<file path="config.mk">
export PLATFORM = sky130hd
export DESIGN_NAME = treasure_scheduler
export DESIGN_NICKNAME = d
export VERILOG_FILES = /design/src/rtl/treasure_scheduler.sv
export SDC_FILE = /design/constraint.sdc
export NUM_CORES = 1
export LEC_CHECK = 0
export BUFFER_PORTS_ARGS = -buffer_cell sky130_fd_sc_hd__buf_2
export CORE_MARGIN = 2
export CORE_UTILIZATION = 45
export CTS_BUF_LIST = sky130_fd_sc_hd__clkbuf_8
export CTS_CLUSTER_SIZE = 25
export DETAILED_ROUTE_END_ITERATION = 12
export MAX_ROUTING_LAYER = met4
export PLACE_DENSITY = 0.63
export SLEW_MARGIN = 10
export SYNTH_ARGS = -nofsm -noshare
export SYNTH_HDL_FRONTEND = slang
export SYNTH_SLANG_ARGS = --single-unit
</file>
<file path="constraint.sdc">
create_clock -name CLK -period 7.96 [get_ports CLK]
set_input_delay 0.398 -clock CLK [delete_from_list [all_inputs] [get_ports CLK]]
set_output_delay 0.398 -clock CLK [all_outputs]
set_load 0.02 [all_outputs]
</file>
<file path="src/rtl/treasure_scheduler.sv">
// treasure_scheduler
//   Frame-synchronous detection scheduler. On a request it waits for a camera
//   frame boundary, discards SKIP_FRAMES frames while the image processor
//   settles, then collects NUM_FRAMES per-frame results. Each frame votes for
//   red and for one of three shapes. A colour or shape is reported only when
//   it collects at least VOTE_MIN votes.
//
//   Optional feature: define SCHED_TIMEOUT_EN to add a watchdog. The watchdog
//   aborts a detection stuck without frame boundaries for TIMEOUT_CYCLES
//   cycles, and reports ERR = 1 with TREASURE = 0.
//
// Ports
//   CLK       in   system clock, rising edge
//   RESET_N   in   synchronous active-low reset
//   VSYNC     in   camera frame sync, high at the frame boundary
//   REQ       in   detection request (level); ignored while BUSY
//   RESULT    in   [2:0] per-frame {shape[1:0], color}; color 1 = red, shape 0 = none
//   PROC_EN   out  image-processor counting enable (SKIP and COLLECT)
//   BUSY      out  high whenever not idle
//   DONE      out  one-cycle pulse qualifying TREASURE and ERR
//   TREASURE  out  [2:0] decided {shape, color}, held until the next DONE
//   ERR       out  watchdog abort flag, held until the next DONE
module treasure_scheduler #(
    parameter int NUM_FRAMES     = 5,
    parameter int SKIP_FRAMES    = 1,
    parameter int VOTE_MIN       = 3,
    parameter int TIMEOUT_CYCLES = 1048576
) (
    input  logic       CLK,
    input  logic       RESET_N,
    input  logic       VSYNC,
    input  logic       REQ,
    input  logic [2:0] RESULT,
    output logic       PROC_EN,
    output logic       BUSY,
    output logic       DONE,
    output logic [2:0] TREASURE,
    output logic       ERR
);

    generate
        if (NUM_FRAMES < 1 || NUM_FRAMES > 15 || SKIP_FRAMES < 0 || SKIP_FRAMES > 7 ||
            VOTE_MIN < 1 || VOTE_MIN > NUM_FRAMES || TIMEOUT_CYCLES < 1 ||
            TIMEOUT_CYCLES > 1048576) begin : g_bad_params
            $error("treasure_scheduler: parameter out of legal range");
        end
    endgenerate

    localparam logic [3:0] NUM_C  = 4'(NUM_FRAMES);
    localparam logic [3:0] SKIP_C = 4'(SKIP_FRAMES);
    localparam logic [3:0] VOTE_C = 4'(VOTE_MIN);

    typedef enum logic [2:0] {
        IDLE,
        SYNC,
        SKIP,
        COLLECT,
        DECIDE,
        REPORT
    } state_t;

    state_t state, state_n;

    function automatic logic [3:0] sat_inc(input logic [3:0] v);
        return (v == 4'hF) ? v : v + 4'd1;
    endfunction

    logic       vs_d;
    logic       rise, fall;
    logic       smp_vld_p1;     // a COLLECT rise was seen last cycle; RESULT is valid now
    logic       smp_fire;
    logic [3:0] samp_cnt;
    logic [2:0] skip_cnt;
    logic [3:0] red_cnt;
    logic [3:0] shape_cnt [3:1];
    logic       tmo_fire;

    logic [1:0] shape_win;
    logic [3:0] shape_max;
    logic [1:0] shape_dec;
    logic       color_dec;
    logic [2:0] treasure_dec;

    assign rise     = VSYNC & ~vs_d;
    assign fall     = ~VSYNC & vs_d;
    assign smp_fire = smp_vld_p1 && (state == COLLECT);

    assign BUSY    = (state != IDLE);
    assign PROC_EN = (state == SKIP) || (state == COLLECT);
    assign DONE    = (state == REPORT);

    // Vote decision. Strict '>' keeps the lower shape code on a tie.
    always_comb begin
        shape_win = 2'd1;
        shape_max = shape_cnt[1];
        if (shape_cnt[2] > shape_max) begin
            shape_win = 2'd2;
            shape_max = shape_cnt[2];
        end
        if (shape_cnt[3] > shape_max) begin
            shape_win = 2'd3;
            shape_max = shape_cnt[3];
        end
        color_dec    = (red_cnt >= VOTE_C);
        shape_dec    = (shape_max >= VOTE_C) ? shape_win : 2'd0;
        treasure_dec = (shape_dec == 2'd0) ? 3'b000 : {shape_dec, color_dec};
    end

    always_comb begin
        state_n = state;
        case (state)
            IDLE:    if (REQ) state_n = SYNC;
            SYNC:    if (fall) state_n = (SKIP_FRAMES == 0) ? COLLECT : SKIP;
            SKIP:    if (rise && (({1'b0, skip_cnt} + 4'd1) == SKIP_C)) state_n = COLLECT;
            COLLECT: if (smp_fire && ((samp_cnt + 4'd1) == NUM_C)) state_n = DECIDE;
            DECIDE:  state_n = REPORT;
            REPORT:  state_n = IDLE;
            default: state_n = IDLE;
        endcase
        if (tmo_fire) state_n = REPORT;
    end

    always_ff @(posedge CLK) begin
        if (!RESET_N) begin
            state        <= IDLE;
            vs_d         <= 1'b0;
            smp_vld_p1   <= 1'b0;
            samp_cnt     <= 4'd0;
            skip_cnt     <= 3'd0;
            red_cnt      <= 4'd0;
            shape_cnt[1] <= 4'd0;
            shape_cnt[2] <= 4'd0;
            shape_cnt[3] <= 4'd0;
            TREASURE     <= 3'b000;
        end else begin
            state      <= state_n;
            vs_d       <= VSYNC;
            smp_vld_p1 <= (state == COLLECT) && rise;

            if (state == IDLE && REQ) begin
                samp_cnt     <= 4'd0;
                skip_cnt     <= 3'd0;
                red_cnt      <= 4'd0;
                shape_cnt[1] <= 4'd0;
                shape_cnt[2] <= 4'd0;
                shape_cnt[3] <= 4'd0;
            end else begin
                if (state == SKIP && rise) skip_cnt <= skip_cnt + 3'd1;
                if (smp_fire) begin
                    samp_cnt <= sat_inc(samp_cnt);
                    if (RESULT[0]) red_cnt <= sat_inc(red_cnt);
                    case (RESULT[2:1])
                        2'd1:    shape_cnt[1] <= sat_inc(shape_cnt[1]);
                        2'd2:    shape_cnt[2] <= sat_inc(shape_cnt[2]);
                        2'd3:    shape_cnt[3] <= sat_inc(shape_cnt[3]);
                        default: ;
                    endcase
                end
            end

            // Output latched on REPORT entry, so it is valid together with DONE.
            if (state == DECIDE) TREASURE <= treasure_dec;
            else if (tmo_fire)   TREASURE <= 3'b000;
        end
    end

`ifdef SCHED_TIMEOUT_EN
    // Watchdog. tmo_hit acts as the carry out of the 20-bit counter, so a
    // limit of 2^20 is reachable. The abort lands exactly TIMEOUT_CYCLES+1
    // cycles after the last clear.
    logic [19:0] tmo_cnt;
    logic        tmo_hit;

    assign tmo_fire = tmo_hit && ((state == SYNC) || (state == SKIP) || (state == COLLECT));

    always_ff @(posedge CLK) begin
        if (!RESET_N) begin
            tmo_cnt <= 20'd0;
            tmo_hit <= 1'b0;
            ERR     <= 1'b0;
        end else begin
            if (state == IDLE || rise) begin
                tmo_cnt <= 20'd0;
                tmo_hit <= 1'b0;
            end else if (!tmo_hit) begin
                tmo_cnt <= tmo_cnt + 20'd1;
                tmo_hit <= (tmo_cnt == 20'(TIMEOUT_CYCLES - 1));
            end
            if (state == DECIDE) ERR <= 1'b0;
            else if (tmo_fire)   ERR <= 1'b1;
        end
    end
`else
    assign tmo_fire = 1'b0;
    assign ERR      = 1'b0;
`endif

endmodule

</file>
# Yosys cells after proc, flatten, opt, wreduce, memory -nomap -nowiden
# Memory sizes are Yosys's and may differ from the RTL's.
# Cells that the tools add are included.
# totals
input_bits,7
output_inout_bits,7
regBits,19
wordCells,104
ram_bits,12
memories,1
# mem_list
name,words,word_bits,read_ports,rd_clocked_by_memory_dff,write_ports,line_no,source
shape_cnt,3,4,3,0,3,75,logic [3:0] shape_cnt [3:1];
# op_classes
n_eq_ne,19
order_cmp,4
n_bitwise,13
mux,39
add_sub_neg,7
reduce_logical,14
# op_table
operator,count
4-bit 2-to-1 mux,11
"4-bit by 1-bit adder with 4-bit output, second input constant",5
"4-bit == test, second input constant",5
1-bit 2-to-1 mux,19
3-bit 2-to-1 mux,5
3-bit case mux with 5 select lines,1
"4-bit by 2-bit >= comparator with 1-bit output, second input constant",2
4-bit greater-than comparator,2
"3-bit by 2-bit == test with 1-bit output, second input constant",2
"3-bit == test, second input constant",2
1-bit logical AND,6
2-bit 2-to-1 mux,3
"2-bit inequality test, second input constant",3
1-bit OR,6
1-bit inverter,5
"3-bit by 1-bit adder with 4-bit output, second input constant",1
"2-bit == test, second input constant",2
"4-bit by 1-bit == test with 1-bit output, second input constant",1
"4-bit by 3-bit == test with 1-bit output, second input constant",1
4-bit AND reduction,1
"3-bit by 1-bit adder with 3-bit output, second input constant",1
"3-bit by 1-bit == test with 1-bit output, second input constant",1
3-bit zero test,1
3-bit AND reduction,1
other kinds (8),9

# Depth between registers and ports, before layout
# An unclocked memory read counts as a cell.
# logic_depth
ltp_word,9
ltp_mapped,12
ltp_nobuf,12

# Worst setup path before layout
# Ideal clock, no wire load.
# synth_timing
path_type,reg-to-reg
from,register shape_cnt[0][9] (netlist name)
to,register TREASURE[0]
path_stages_with_launch,11
arrival_ns,2.471
period_less_slack_ns,2.593
path_buffers,0
slack_ns,5.367
setup_time_ns,0.123
required_ns,7.837
cell_sequence,edfxtp_1 > ha_1 > nor2b_1 > o21ai_0 > a21oi_2 > mux2_2 > ha_1 > a41oi_1 > a31oi_1 > a22oi_1 > a31oi_1
# synth_lines
item,line_no,source
end signal: assignment,162,if (state == DECIDE) TREASURE <= treasure_dec;
end: declaration,37,"output logic [2:0] TREASURE,"

==> results.py <==
metrics = {
    "final_layout": {
        "area_growth_pct": 9.01,
        "final_cells": 261,
        "drive_gt1_frac": 0.123,
        "nets": 233,
        "fillers": 394,
        "ff_latch_area_um2": 741,
        "final_cell_mix": "nor2_1, dfxtp_1, inv_1",
        "num_antenna_cells": 0,
        "layout_commonest_cell": "nor2_1",
        "multi_input_area_um2": 993,
    },
    "cts": {
        "clk_latency_ns": 0.28,
        "post_cts_buffers": 0,
        "cts_tree": "done",
        "cts_hold_buf": 0,
        "cts_resized": 0,
        "clk_pin_slew_ns": 0.07,
        "clock-root-buffer": "clkbuf_8",
        "cts_sinks": 31,
        "cts_buffer_depth": 2,
        "numCtsBuffers": 5,
        "cts_max_level": 2,
    },
    "sta": {
        "rsz0062_at_grt": "no",
        "fin_setup_tns_ns": 0,
        "maxSlewHeadroom": 0.543,
        "finalCriticalPeriod_ns": 2.96,
        "fin_crit_sh": 0.372,
        "worst_pin_slew_ns": 0.685,
        "slew_violations": 0,
        "final-hold-violation-count": 0,
        "fin_worst_skew_ns": 0.00838,
        "max_freq_ghz": 0.338,
        "setup_violations": 0,
    },
    "status": {
        "status": "completed",
    },
    "synth": {
        "ys_async_sr_fraction": 0,
        "ys_warn_count": 0,
        "synthFlopType": "dfxtp_1",
        "synth_edf_count": 12,
        "syn_area_mm2": 0.00183,
        "syn_inst": 197,
        "synth_area_per_cell_um2": 9.30,
        "seq_area_frac_synth": 0.404,
        "ys_seq_elements": 31,
        "synth_nets": 220,
        "yosysUniqueCellTypes": 42,
    },
    "min_path": {
        "hp-class": "input pin to flip-flop",
    },
    "die": {
        "start_util": 0.462,
        "top_level_ports": 14,
        "fp-row-count": 23,
        "die-height_um": 67.8,
        "fp.dieArea_mm2": 0.00460,
        "die_x_um": 67.8,
        "floorplan.core_area_mm2": 0.00397,
    },
    "placed_design": {
        "port_buffers": 12,
        "place_congestion": 0.875,
        "numPlacedInstances": 253,
        "place_hpwl_um": 2690,
    },
    "pwr": {
        "p_leak_nw": 0.832,
        "peakVddDrop_mv": 0.0884,
        "sequentialPowerShare": 0.518,
        "pwr-share-clk": 0.342,
        "cellPowerDensity_mw_per_mm2": 170,
        "power_switching_w": 0.0000915,
        "internal_power_w": 0.000249,
        "netSwitchingFraction": 0.269,
        "p_comb_frac": 0.139,
    },
    "route": {
        "dr.first_iter.drc_count": 93,
        "first_pass_iters": 4,
        "drc": 0,
        "vias_per_cell": 5.51,
        "drt-wirelength-per-cell_um": 13.8,
        "ant_nets": 0,
        "num_vias": 1439,
        "drt-total-wl_um": 3600,
    },
    "setup_path": {
        "worstPathRequired_ns": 8.17,
        "end_kind": "flip-flop",
        "crit_type": "flip-flop to flip-flop",
        "arrival_ns": 3.17,
        "path_max_fanout": 7,
        "critPathLaunchType": "flip-flop",
    },
    "grt": {
        "grt_pass1_wl_um": 6130,
        "grt_usage": 0.186,
        "grt_max_degree": 16,
        "gr-total-overflow": 0,
        "first_global_vias": 1396,
        "antenna_found_initial": 0,
    },
    "run": {
        "drv_cap": 0,
    },
}
## routing by layer
layer  part of all wire  vias to the layer above  global-route usage  wire (µm)
li1                   -                      716                   -          -
met1               0.44                      688               0.215       1600
met2               0.51                       30               0.310       1820
met3              0.039                        5              0.0444        139
met4              0.013                        0              0.0775         46
met5                  0                        -                   -          0
## cell usage after synthesis, types with 2 or more instances
library cell  instances  area [µm²]
a31oi_1               6        37.5
and4b_1               2        20.0
dfxtp_1              19         380
ha_1                 16         200
nand2b_1              2        12.5
nand3b_1              2        15.0
or2_2                 2        12.5
inv_1                16        60.1
nand4_1               4        25.0
and3_1                4        25.0
xnor2_1               7        61.3
a211oi_1              2        15.0
a22o_1                3        26.3
o21ai_0               3        15.0
buf_4                 4        30.0
nor2b_1               2        12.5
nand2_1              12        45.0
xor2_1                8        70.1
mux2i_1               6        60.1
edfxtp_1             12         360
and2_1                2        12.5
nor3_1                3        15.0
nor2_1               26        97.6
a21oi_1               6        30.0
nand3_1              11        55.1
## kinds of logic (layout without fill, tap and decap cells)
logic type                 Yosys count  after routing  synth area share
and+or+nand+nor                     77             77             0.215
DFF                                 31             31             0.404
AOI/OAI and AO/OA                   28             28             0.105
buffers and inverters               22             36            0.0539
adders and majority gates           16             16             0.109
xor gates and xnor gates            15             15            0.0717
muxes                                7              7            0.0389
other                                1              1           0.00205
## sequential cells by signal, summed over array words and instances (netlist names)
register,count
shape_cnt,12
red_cnt,4
samp_cnt,4
TREASURE,3
skip_cnt,3
state,3
smp_vld_p1,1
vs_d,1
## metrics by stage
stage	power (W)	setup slack (ns)	hold slack, ns	cell area (µm²)	utilization
2_1_floorplan	0.000216	5.37	0.466	1830	-
6_report	0.000340	5.00	0.376	2000	0.503
5_1_grt	0.000357	4.76	0.397	2000	0.503
3_5_place_dp	0.000227	5.01	0.470	1920	0.483
4_1_cts	0.000345	5.00	0.370	2000	0.503
3_3_place_gp	0.000224	5.19	0.474	1920	0.483
## area by class of cell
cell class / count / area share
timing repair buffer: 12 / 0.0301
sequential: 31 / 0.371
clock buffer: 5 / 0.0344
clock inverter: 3 / 0.00626
multi-input combinational: 144 / 0.497
inverter: 16 / 0.0301
tap: 50 / 0.0313
## final timing paths
path                                 startpoint  depth (start not counted)  slack (ns)                       end
setup / recovery  shape_cnt[0][9]$_SDFFCE_PN0P_                         10        5.00  TREASURE[0]$_SDFFE_PN0P_
hold / removal                            VSYNC                          2        0.38           vs_d$_SDFF_PN0_
setup reg to reg  shape_cnt[0][9]$_SDFFCE_PN0P_                         10        5.00  TREASURE[0]$_SDFFE_PN0P_
hold reg to reg        TREASURE[2]$_SDFFE_PN0P_                          1        0.48  TREASURE[2]$_SDFFE_PN0P_
## critical path, cell delays in order, from the launching register on
cell and delay [ns]:
edfxtp_1 0.48, ha_1 0.33, nor2b_1 0.13, o21ai_0 0.11
a21oi_2 0.38, mux2_2 0.39, ha_1 0.28, a41oi_1 0.17
a31oi_1 0.36, a22oi_1 0.11, a31oi_1 0.15
## power groups by stage
stage	logic, W	registers, W	clock network [W]
CTS	0.0000476	0.000176	0.000121
global route	0.0000534	0.000177	0.000127
finish	0.0000474	0.000176	0.000117
floorplan	0.0000390	0.000177	0
detailed placement	0.0000473	0.000180	0
global placement	0.0000450	0.000179	0
No activity file was read; power rests on OpenSTA's default activity.
